==> config.mk <==
export PLATFORM = sky130hd
export DESIGN_NAME = bitsum_mask_sched
export DESIGN_NICKNAME = d
export VERILOG_FILES = /design/src/rtl/bitsum_mask_sched_pkg.sv /design/src/rtl/bitsum_mask_sched_bitsum15.sv /design/src/rtl/bitsum_mask_sched.sv
export SDC_FILE = /design/constraint.sdc
export NUM_CORES = 1
export LEC_CHECK = 0
export ABC_AREA = 1
export CORE_ASPECT_RATIO = 2
export CORE_MARGIN = 2
export CORE_UTILIZATION = 46
export DETAILED_ROUTE_END_ITERATION = 10
export GPL_TIMING_DRIVEN = 0
export PLACE_DENSITY = 0.86
export SLEW_MARGIN = 10
export SYNTH_ARGS = -nofsm -noshare
export SYNTH_HDL_FRONTEND = slang
export SYNTH_SLANG_ARGS = --single-unit
==> constraint.sdc <==
create_clock -name clk -period 5.6 [get_ports clk]
set_input_delay 0.56 -clock clk [delete_from_list [all_inputs] [get_ports clk]]
set_output_delay 0.56 -clock clk [all_outputs]
set_load 0.01 [all_outputs]
==> src/rtl/bitsum_mask_sched_pkg.sv <==
// Shared definitions for the mask popcount scheduler: slice width,
// FSM state encoding and the derived-width helpers.
package bitsum_mask_sched_pkg;

    localparam int SLICE_W = 16;

    typedef enum logic [1:0] {
        IDLE = 2'd0,
        SUM  = 2'd1,
        DONE = 2'd2
    } state_t;

    // Bits needed to hold a count of 0..mask_w set bits.
    function automatic int count_width(input int mask_w);
        return $clog2(mask_w + 1);
    endfunction

    // Bits needed to name one of nreq requesters (at least one bit).
    function automatic int id_width(input int nreq);
        return (nreq > 1) ? $clog2(nreq) : 1;
    endfunction

endpackage

==> src/rtl/bitsum_mask_sched_bitsum15.sv <==
// bitsum15: 16-input combinational popcount, 7-bit result (0..16).
// Built as a balanced adder tree so the depth stays at four adder levels.
module bitsum15 (
    input  logic [15:0] din,
    output logic [6:0]  cnt
);

    logic [1:0] s1 [8];
    logic [2:0] s2 [4];
    logic [3:0] s3 [2];
    logic [4:0] s4;

    genvar gi;

    generate
        for (gi = 0; gi < 8; gi++) begin : g_lvl1
            assign s1[gi] = {1'b0, din[2*gi]} + {1'b0, din[2*gi+1]};
        end
        for (gi = 0; gi < 4; gi++) begin : g_lvl2
            assign s2[gi] = {1'b0, s1[2*gi]} + {1'b0, s1[2*gi+1]};
        end
        for (gi = 0; gi < 2; gi++) begin : g_lvl3
            assign s3[gi] = {1'b0, s2[2*gi]} + {1'b0, s2[2*gi+1]};
        end
    endgenerate

    assign s4  = {1'b0, s3[0]} + {1'b0, s3[1]};
    assign cnt = {2'b00, s4};

endmodule

==> src/rtl/bitsum_mask_sched.sv <==
// bitsum_mask_sched: shares one 16-bit popcount between NREQ requesters.
// A granted mask is walked 16 bits per cycle, the hit count accumulated,
// then compared with the requester's threshold and offered on res_*.
module bitsum_mask_sched
    import bitsum_mask_sched_pkg::*;
#(
    parameter  int MASK_W = 128,
    parameter  int NREQ   = 2,
    localparam int NS     = MASK_W / SLICE_W,
    localparam int CW     = count_width(MASK_W),
    localparam int IW     = id_width(NREQ)
) (
    input  logic                   clk,
    input  logic                   rstn,
    input  logic [NREQ-1:0]        req_valid,
    input  logic [NREQ*MASK_W-1:0] req_mask,
    input  logic [NREQ*CW-1:0]     req_thr,
    output logic [NREQ-1:0]        req_ready,
    output logic                   res_valid,
    input  logic                   res_ready,
    output logic [CW-1:0]          res_count,
    output logic [IW-1:0]          res_id,
    output logic                   res_over,
    output logic                   busy
);

    localparam int KW = (NS > 1) ? $clog2(NS) : 1;
    localparam logic [KW-1:0] K_LAST = KW'(NS - 1);
    localparam logic [IW-1:0] ID_LAST = IW'(NREQ - 1);

    state_t              state_reg, state_next;
    logic [MASK_W-1:0]   shadow_reg;
    logic [CW-1:0]       thr_reg;
    logic [CW-1:0]       acc_reg;
    logic [IW-1:0]       id_reg;
    logic [IW-1:0]       rr_reg;
    logic [KW-1:0]       k_reg;

    logic [MASK_W-1:0]   mask_arr  [NREQ];
    logic [CW-1:0]       thr_arr   [NREQ];
    logic [SLICE_W-1:0]  slice_arr [NS];

    logic                lo_found, hi_found, grant_found;
    logic [IW-1:0]       lo_idx, hi_idx, grant_idx;
    logic [6:0]          pc_full;
    logic [1:0]          unused_pc_hi;

    genvar gi;

    // Unpack the flat request buses and the shadow slices into arrays
    generate
        for (gi = 0; gi < NREQ; gi++) begin : g_req
            assign mask_arr[gi]  = req_mask[gi*MASK_W +: MASK_W];
            assign thr_arr[gi]   = req_thr[gi*CW +: CW];
            // A grant pulse is only meaningful when the capture edge can
            // actually happen, so it is held off while reset is asserted.
            assign req_ready[gi] = rstn && (state_reg == IDLE) && grant_found
                                   && (grant_idx == IW'(gi));
        end
        for (gi = 0; gi < NS; gi++) begin : g_slice
            assign slice_arr[gi] = shadow_reg[gi*SLICE_W +: SLICE_W];
        end
    endgenerate

    // Round-robin pick: lowest valid index at or after rr, else wrap to lowest
    always_comb begin
        lo_found = 1'b0;
        lo_idx   = '0;
        hi_found = 1'b0;
        hi_idx   = '0;
        for (int i = NREQ - 1; i >= 0; i--) begin
            if (req_valid[i]) begin
                lo_found = 1'b1;
                lo_idx   = IW'(i);
            end
            if (req_valid[i] && (IW'(i) >= rr_reg)) begin
                hi_found = 1'b1;
                hi_idx   = IW'(i);
            end
        end
    end

    assign grant_found = lo_found;
    assign grant_idx   = hi_found ? hi_idx : lo_idx;

    bitsum15 u_bitsum (
        .din (slice_arr[k_reg]),
        .cnt (pc_full)
    );

    // A slice holds at most 16 ones, so bits 6:5 of the popcount stay zero.
    assign unused_pc_hi = pc_full[6:5];

    // State register
    always_ff @(posedge clk or negedge rstn) begin
        if (!rstn) begin
            state_reg <= IDLE;
        end else begin
            state_reg <= state_next;
        end
    end

    // Next-state: grant -> walk NS slices -> hold result until accepted
    always_comb begin
        state_next = state_reg;
        case (state_reg)
            IDLE: if (grant_found)       state_next = SUM;
            SUM:  if (k_reg == K_LAST)   state_next = DONE;
            DONE: if (res_ready)         state_next = IDLE;
            default:                     state_next = IDLE;
        endcase
    end

    // Datapath: capture on grant, accumulate one slice per SUM cycle
    always_ff @(posedge clk or negedge rstn) begin
        if (!rstn) begin
            shadow_reg <= '0;
            thr_reg    <= '0;
            acc_reg    <= '0;
            id_reg     <= '0;
            rr_reg     <= '0;
            k_reg      <= '0;
        end else begin
            case (state_reg)
                IDLE: begin
                    if (grant_found) begin
                        shadow_reg <= mask_arr[grant_idx];
                        thr_reg    <= thr_arr[grant_idx];
                        id_reg     <= grant_idx;
                        acc_reg    <= '0;
                        k_reg      <= '0;
                        rr_reg     <= (grant_idx == ID_LAST) ? '0 : grant_idx + 1'b1;
                    end
                end
                SUM: begin
                    acc_reg <= acc_reg + CW'(pc_full[4:0]);
                    k_reg   <= (k_reg == K_LAST) ? '0 : k_reg + 1'b1;
                end
                default: ;
            endcase
        end
    end

    // Result port is driven only in DONE so it reads zero everywhere else
    assign res_valid = (state_reg == DONE);
    assign res_count = res_valid ? acc_reg : '0;
    assign res_id    = res_valid ? id_reg  : '0;
    assign res_over  = res_valid && (acc_reg >= thr_reg);
    assign busy      = (state_reg != IDLE);

endmodule

==> results of run 1 <==
[per-layer routing]
metal	track usage, %	vias to the layer above	wire [µm]
li1	-	4222	-
met1	35.3	4332	10800
met2	61.1	575	17600
met3	5.57	164	2240
met4	25.6	0	2710
met5	0	-	0
[power by group through the flow]
| stage | Combinational (mW) | Clock, mW | Sequential [mW] |
|---|---|---|---|
| floorplan | 4.66 | 0 | 1.91 |
| global placement | 6.21 | 0 | 2.07 |
| detailed placement | 6.43 | 0 | 2.08 |
| CTS | 6.55 | 1.29 | 2.07 |
| global route | 7.41 | 1.33 | 2.12 |
| finish | 6.69 | 1.29 | 2.09 |
[cells in the final DEF (no fill, tap or decap), types with 3 or more instances in the layout]
cell	netlist	routed
nor2_1	44	44
a22oi_1	72	72
inv_6	0	3
o21ai_0	67	66
clkinvlp_4	0	4
clkbuf_1	16	11
clkbuf_16	0	17
dfrtp_1	151	151
fa_1	12	12
a21oi_1	48	48
nand3_1	89	89
clkbuf_2	0	5
o22ai_1	10	10
clkdlybuf4s50_1	0	289
buf_2	45	45
nand2_1	428	428
ha_1	18	18
inv_1	79	79
bufinv_16	0	5
buf_6	5	5
diode_2	0	7
[area by class of cell]
class	count	area (µm²)
well taps	213	267
clock buffers	18	429
fillers	1413	5540
diodes	7	17.5
inverters	83	312
multi-input cells	797	3930
flip-flops and latches	151	3780
plain buffers	68	363
clock inverters	14	220
repair buffers	291	2940
[final timing paths]
| check | startpoint | end | depth (start not counted) |
|---|---|---|---|
| max | k_reg[1] | acc_reg[6] | 22 |
| min | rstn | shadow_reg[124] | 1 |
| max reg2reg | k_reg[1] | acc_reg[6] | 22 |
| min reg2reg | shadow_reg[98] | shadow_reg[98] | 2 |
| max in group asynchronous | rstn | shadow_reg[62] | 2 |
| min in group clk | shadow_reg[98] | shadow_reg[98] | 2 |
[stage by stage]
stage	instances	power [mW]	utilization (%)	instance area (µm²)
after CTS	1635	9.91	68.7	12200
final	1642	10.1	68.9	12200
after floorplan	1099	6.58	-	8360
after global routing	1642	10.9	68.9	12200
after detailed placement	1603	8.51	65.0	11600
after global placement	1602	8.28	64.9	11500
[cell families (layout without fill, tap and decap cells)]
logic type / after synthesis / in the layout
AND/OR/NAND/NOR: 565 / 565
AO/OA/AOI/OAI: 201 / 201
flip-flops: 151 / 151
other: 0 / 7
XOR/XNOR: 1 / 1
buffers and inverters: 151 / 474
adder cells (fa/ha/maj): 30 / 30
==> summary.txt, run 1 <==
Floorplanning
  – Die footprint: 19300 µm²
  – Top-level I/O count: 291
  – Die height: 195 µm
  – Site row count: 69
  – Total core area: 17800 µm²
  – Die outline width: 99.4 µm
  – Initial core utilization: 47.0%

Timing
  – Setup slack of the critical path after layout: 0.209 ns
  – Worst-case clock skew: 0.00571 ns
  – Timing-limited maximum frequency: 185 MHz
  – Final setup TNS: 0 ns
  – Share of the cycle needed by the critical path after routing: 96.3%
  – Setup violators final: 0
  – Hold Vio Cnt, Final: 0
  – Worst rel slew slack: 60.2%
  – Transition time of the tightest slew-check pin: 0.596 ns
  – Worst hold margin: 0.0668 ns
  – Final critical delay including setup and external delays: 5.39 ns
  – Final-report max-slew violation count: 0
  – RSZ-0062 raised after global routing: false

Route
  – Routed vias: 9293
  – Wire length reported by the detailed router: 33300 µm
  – Final antenna-violating net count: 0
  – Vias/cell: 5.66
  – 1st-iter DRT viols: 731
  – Detail-routed net length per standard cell: 20.3 µm
  – Remaining DRCs: 0
  – Number of detailed-route iterations in the first pass: 7

Yosys
  – Synth Area in Compound Gates: 14.5%
  – Top cells by instance count after synthesis: 428 x nand2_1, 151 x dfrtp_1, 89 x nand3_1
  – Portion of the post-synthesis area used by sequential elements: 45.2%
  – Share of Yosys cell area claimed by the top area cell type: 45.2%
  – Post-synthesis adder-cell area fraction: 5.56%
  – Simple-gate share of the synthesized area: 26.8%
  – Combinational family with the most area after synthesis: simple AND/OR/NAND/NOR gates
  – Post-synth design cell area: 8360 µm²
  – Flop and latch count out of synthesis: 151
  – Post-synthesis xor/xnor area fraction: 0.105%
  – Count of warnings emitted by yosys: 0
  – Avg Cell Area, Syn: 7.61 µm²
  – Number of synthesized flops with an enable pin: 0
  – Multiplexer area fraction after synthesis: 0%
  – Async SR Flop Fraction: 100%
  – Commonest register cell after synthesis: dfrtp_1
  – Library cell with the highest instance count after synthesis: nand2_1
  – Area leader, netlist: dfrtp_1
  – Netlist cell types: 25
  – Post-synth net total: 1406
  – Largest cells by area after synthesis: dfrtp_1 45%, nand2_1 19%, a22oi_1 6.5%
  – Number of instances in the synthesized netlist: 1099

Global route
  – All-Layer GR Usage: 34.4%
  – Pin count of the biggest net entering global routing: 78
  – Global-route wire length before repair: 50100 µm
  – Number of antenna violations at the first check in global routing: 7
  – Via count of the first global-routing pass: 9492
  – Total congestion overflow after global routing: 0

Power and ir drop
  – Sw frac: 48.5%
  – Clock power share: 12.8%
  – Internal power summed over all cells: 5.19 mW
  – Leakage dissipation: 5.80 nW
  – Maximum vdd drop: 1.16 mV
  – Combinational fraction of design power: 66.4%
  – Share of power burned in registers: 20.8%
  – P_sw: 4.88 mW
  – Power per Cell Area: 822 nW/µm²

Clocking
  – Master cell of the clock root buffer: clkbuf_16
  – Bufs on Longest Clock Path: 2
  – Sink Count: 151
  – TritonCTS buffer count: 17
  – Clock slew at the register clock pins of the worst setup and hold paths: 0.06 ns
  – Worst-Skew Late Latency: 0.44 ns
  – Hold bufs inserted after CTS: 0
  – TritonCTS clock tree: yes
  – Postcts setup bufs: 0
  – H-tree level count: 4
  – Cells resized by post-CTS repair: 0

Job
  – Number of max-capacitance violations reported: 0

Placement
  – Quantity of I/O buffers inserted on ports: 290
  – HPWL after detailed placement: 25400 µm
  – Final weighted congestion in routability-driven placement: 0.965
  – Pre-CTS setup slack: 0.0959 ns

Worst setup path
  – Library cell appearing most often on the critical path: nand2_1
  – Worst path max stage delay: 0.58 ns
  – R2R setup slack: 0.21 ns
  – CP Data Arrival Time: 5.72 ns
  – Cell class contributing the biggest share of worst-path delay: adder cells
  – Highest-delay cell along the critical path: fa_1
  – Crit end category: flip-flop
  – Worst-path cell chain: buf_2 > inv_1 > clkbuf_2 > o21ai_0 > o21ai_0 > nand2_1 > nand2_1 > fa_1 > fa_1 > fa_1 > inv_1 > fa_1 > fa_1 > fa_1 > inv_1 > nand3_1 > nand2_1 > nand2_1 > nand2_1 > nand2_1 > nand2_1 > nand2_1
  – Worst Path Class, Setup: reg -> reg
  – Data required time of the critical path: 5.93 ns
  – Max Fanout on Critical Path: 10
  – Startpoint types: flip-flop
  – Buffer and inverter count on the worst path: 5

Min path
  – Min-delay worst type: in -> async

Layout
  – Final net count: 1716
  – Share of layout cells above drive strength 1: 6.68%
  – Area growth syn-to-layout: 46.4%
  – Max FFs per register: 128

Outcome
  – Run status: finished, final reports clean
(Power assumes the default switching activity.)
==> run 2: changes to the inputs <==
--- a/config.mk
+++ b/config.mk
@@ -8,10 +8,10 @@
 export ABC_AREA = 1
 export CORE_ASPECT_RATIO = 2
 export CORE_MARGIN = 2
-export CORE_UTILIZATION = 46
+export CORE_UTILIZATION = 40
 export DETAILED_ROUTE_END_ITERATION = 10
 export GPL_TIMING_DRIVEN = 0
-export PLACE_DENSITY = 0.86
+export PLACE_DENSITY = 0.77
 export SLEW_MARGIN = 10
 export SYNTH_ARGS = -nofsm -noshare
 export SYNTH_HDL_FRONTEND = slang
==> summary.txt, run 2 (same netlist as run 1, synthesis figures left out) <==
Worst setup path
  – Startpoint types: flip-flop
  – Data required time of the critical path: 5.93 ns (about the same)
  – Worst-path cell chain: buf_2 > clkbuf_2 > nor2_1 > o21ai_0 > nand2_1 > nand2_1 > fa_1 > fa_1 > fa_1 > inv_1 > fa_1 > fa_1 > fa_1 > inv_1 > nand3_1 > nand2_1 > nand2_1 > nand2_1 > nand2_1 > nand2_1 > nand2_1
  – Max Fanout on Critical Path: 10 (unchanged)
  – Buffer and inverter count on the worst path: 4 (-1)
  – Library cell appearing most often on the critical path: nand2_1
  – CP Data Arrival Time: 5.74 ns (+0.02 ns)
  – R2R setup slack: 0.19 ns (-0.02 ns)
  – Cell class contributing the biggest share of worst-path delay: adder cells
  – Worst Path Class, Setup: reg -> reg
  – Worst path max stage delay: 0.59 ns (about the same)
  – Crit end category: flip-flop
  – Highest-delay cell along the critical path: fa_1

Timing
  – Final-report max-slew violation count: 0 (unchanged)
  – Timing-limited maximum frequency: 185 MHz (-0.39%)
  – Share of the cycle needed by the critical path after routing: 96.6% (+0.38 points)
  – Final critical delay including setup and external delays: 5.41 ns (+0.0211 ns)
  – Worst-case clock skew: 0.00690 ns (+0.00119 ns)
  – Worst rel slew slack: 59.3% (-0.91 points)
  – Hold Vio Cnt, Final: 0 (unchanged)
  – Setup violators final: 0 (unchanged)
  – Transition time of the tightest slew-check pin: 0.610 ns (+0.0136 ns)
  – Setup slack of the critical path after layout: 0.188 ns (-0.0211 ns)

Route
  – Vias/cell: 5.29 (-6.6%)
  – Routed vias: 8938 (-3.8%)
  – Detail-routed net length per standard cell: 19.6 µm (-3.6%)
  – Final antenna-violating net count: 0 (unchanged)
  – Remaining DRCs: 0 (unchanged)
  – Number of detailed-route iterations in the first pass: 6 (-1)
  – 1st-iter DRT viols: 738 (+0.96%)
  – Wire length reported by the detailed router: 33100 µm (-0.80%)

Power and ir drop
  – Sum of internal, switching and leakage power: 9.97 mW (-1.0%)
  – Leakage dissipation: 5.77 nW (-0.45%)
  – Maximum vdd drop: 1.13 mV (-2.5%)
  – Power per Cell Area: 814 nW/µm² (-1.0%)

Layout
  – Core occupancy in the finished layout: 59.9% (-9.0 points)
  – Final net count: 1715 (-0.058%)
  – Commonest non-fill, non-tap cells in the layout: 428 x nand2_1, 289 x clkdlybuf4s50_1, 151 x dfrtp_1
  – Share of layout cells above drive strength 1: 6.55% (-0.13 points)
  – Area growth syn-to-layout: 46.4% (unchanged)
  – Commonest non-fill, non-tap cell in the layout: nand2_1
  – Max FFs per register: 128 (unchanged)

Clocking
  – TritonCTS buffer count: 17 (unchanged)
  – Clock slew at the register clock pins of the worst setup and hold paths: 0.06 ns (about the same)
  – Worst-Skew Late Latency: 0.44 ns (about the same)
  – Sink Count: 151 (unchanged)
  – Bufs on Longest Clock Path: 2 (unchanged)
  – Postcts setup bufs: 0 (unchanged)
  – TritonCTS clock tree: yes
  – H-tree level count: 4 (unchanged)
  – Master cell of the clock root buffer: clkbuf_16

Outcome
  – Run status: finished, final reports clean

Global route
  – Pin count of the biggest net entering global routing: 90 (+15%)
  – Global-route track usage on met2: 56.7% (-4.4 points)
  – Number of antenna violations at the first check in global routing: 4 (-3)
  – Via count of the first global-routing pass: 9255 (-2.5%)
  – Total congestion overflow after global routing: 0 (unchanged)
  – GR peak layer: met2
  – Met1 layer usage reported by global route: 30.9% (-4.4 points)
  – Global-route wire length before repair: 49900 µm (-0.29%)
  – Met3 usage in global routing: 3.82% (-1.8 points)
  – All-Layer GR Usage: 30.2% (-4.2 points)

Job
  – Number of max-capacitance violations reported: 0 (unchanged)

Placement
  – HPWL after detailed placement: 26200 µm (+3.2%)
  – Final weighted congestion in routability-driven placement: 0.942 (-2.4%)
  – Quantity of I/O buffers inserted on ports: 290 (unchanged)
  – Pre-CTS setup slack: 0.0201 ns (-0.0759 ns)

Floorplanning
  – Initial core utilization: 40.9% (-6.2 points)
  – Die height: 209 µm (+7.1%)
  – Top-level I/O count: 291 (unchanged)
  – Die footprint: 22200 µm² (+15%)
  – Site row count: 74 (+7.2%)
  – Die outline width: 106 µm (+6.9%)
  – Total core area: 20500 µm² (+15%)

Min path
  – Min-delay worst type: in -> async
## run 2: repair_timing
| item | in CTS | in global routing |
|---|---|---|
| endpoints found under the setup margin | 1 | 2 |
| pin swaps | 0 | 0 |
| gates resized for setup | 2 | 9 |
| hold buffers | 0 | 0 |
## run 2: layout make-up
type / count / area [µm²]
Buffer: 67 / 358
Sequential cell: 151 / 3780
Fill cell: 1864 / 8220
Multi-Input combinational cell: 797 / 3930
Clock buffer: 19 / 443
Tap cell: 266 / 333
Antenna cell: 4 / 10.0
Clock inverter: 12 / 153
Timing Repair Buffer: 291 / 2940
Inverter: 83 / 312
## run 2: path summary, 6_finish.rpt
| check | start | end | cells past startpoint |
|---|---|---|---|
| worst min-delay path | rstn | thr_reg[2] | 1 |
| worst max register to register | k_reg[0] | acc_reg[6] | 21 |
| min in group clk | shadow_reg[103] | shadow_reg[103] | 2 |
| worst min register to register | shadow_reg[103] | shadow_reg[103] | 2 |
| worst max-delay path | k_reg[0] | acc_reg[6] | 21 |
| max in group asynchronous | rstn | shadow_reg[19] | 2 |
## run 2: through the flow
step	area [µm²]	hold slack [ns]	TNS, ns	std cells
after floorplan	8360	0.264	0	1099
after detailed placement	11600	0.483	0	1656
final	12200	0.0494	0	1690
after global routing	12200	0.0891	-0.00955	1690
after global placement	11600	0.481	-334.27	1655
after CTS	12200	0.0758	0	1686
## run 2: per-layer routing
metal  part of all wire [%]  vias up
met1                     34     4220
met4                    6.1        0
met5                      0        -
met2                     55      414
li1                       -     4198
met3                    4.8      106
## run 2: power breakdown
group	total, mW	internal, mW	switching [mW]
registers	2.09	1.69	0.400
clock network	1.18	0.709	0.469
logic	6.69	2.72	3.97
total	9.97	5.13	4.84
==> run 3: changes to the inputs <==
--- a/config.mk
+++ b/config.mk
@@ -9,6 +9,7 @@
 export CORE_ASPECT_RATIO = 2
 export CORE_MARGIN = 2
 export CORE_UTILIZATION = 40
+export CTS_CLUSTER_SIZE = 14
 export DETAILED_ROUTE_END_ITERATION = 10
 export GPL_TIMING_DRIVEN = 0
 export PLACE_DENSITY = 0.77
==> results of run 3 <==
The final DEF is identical to that of run 2; final timing and power are the same.
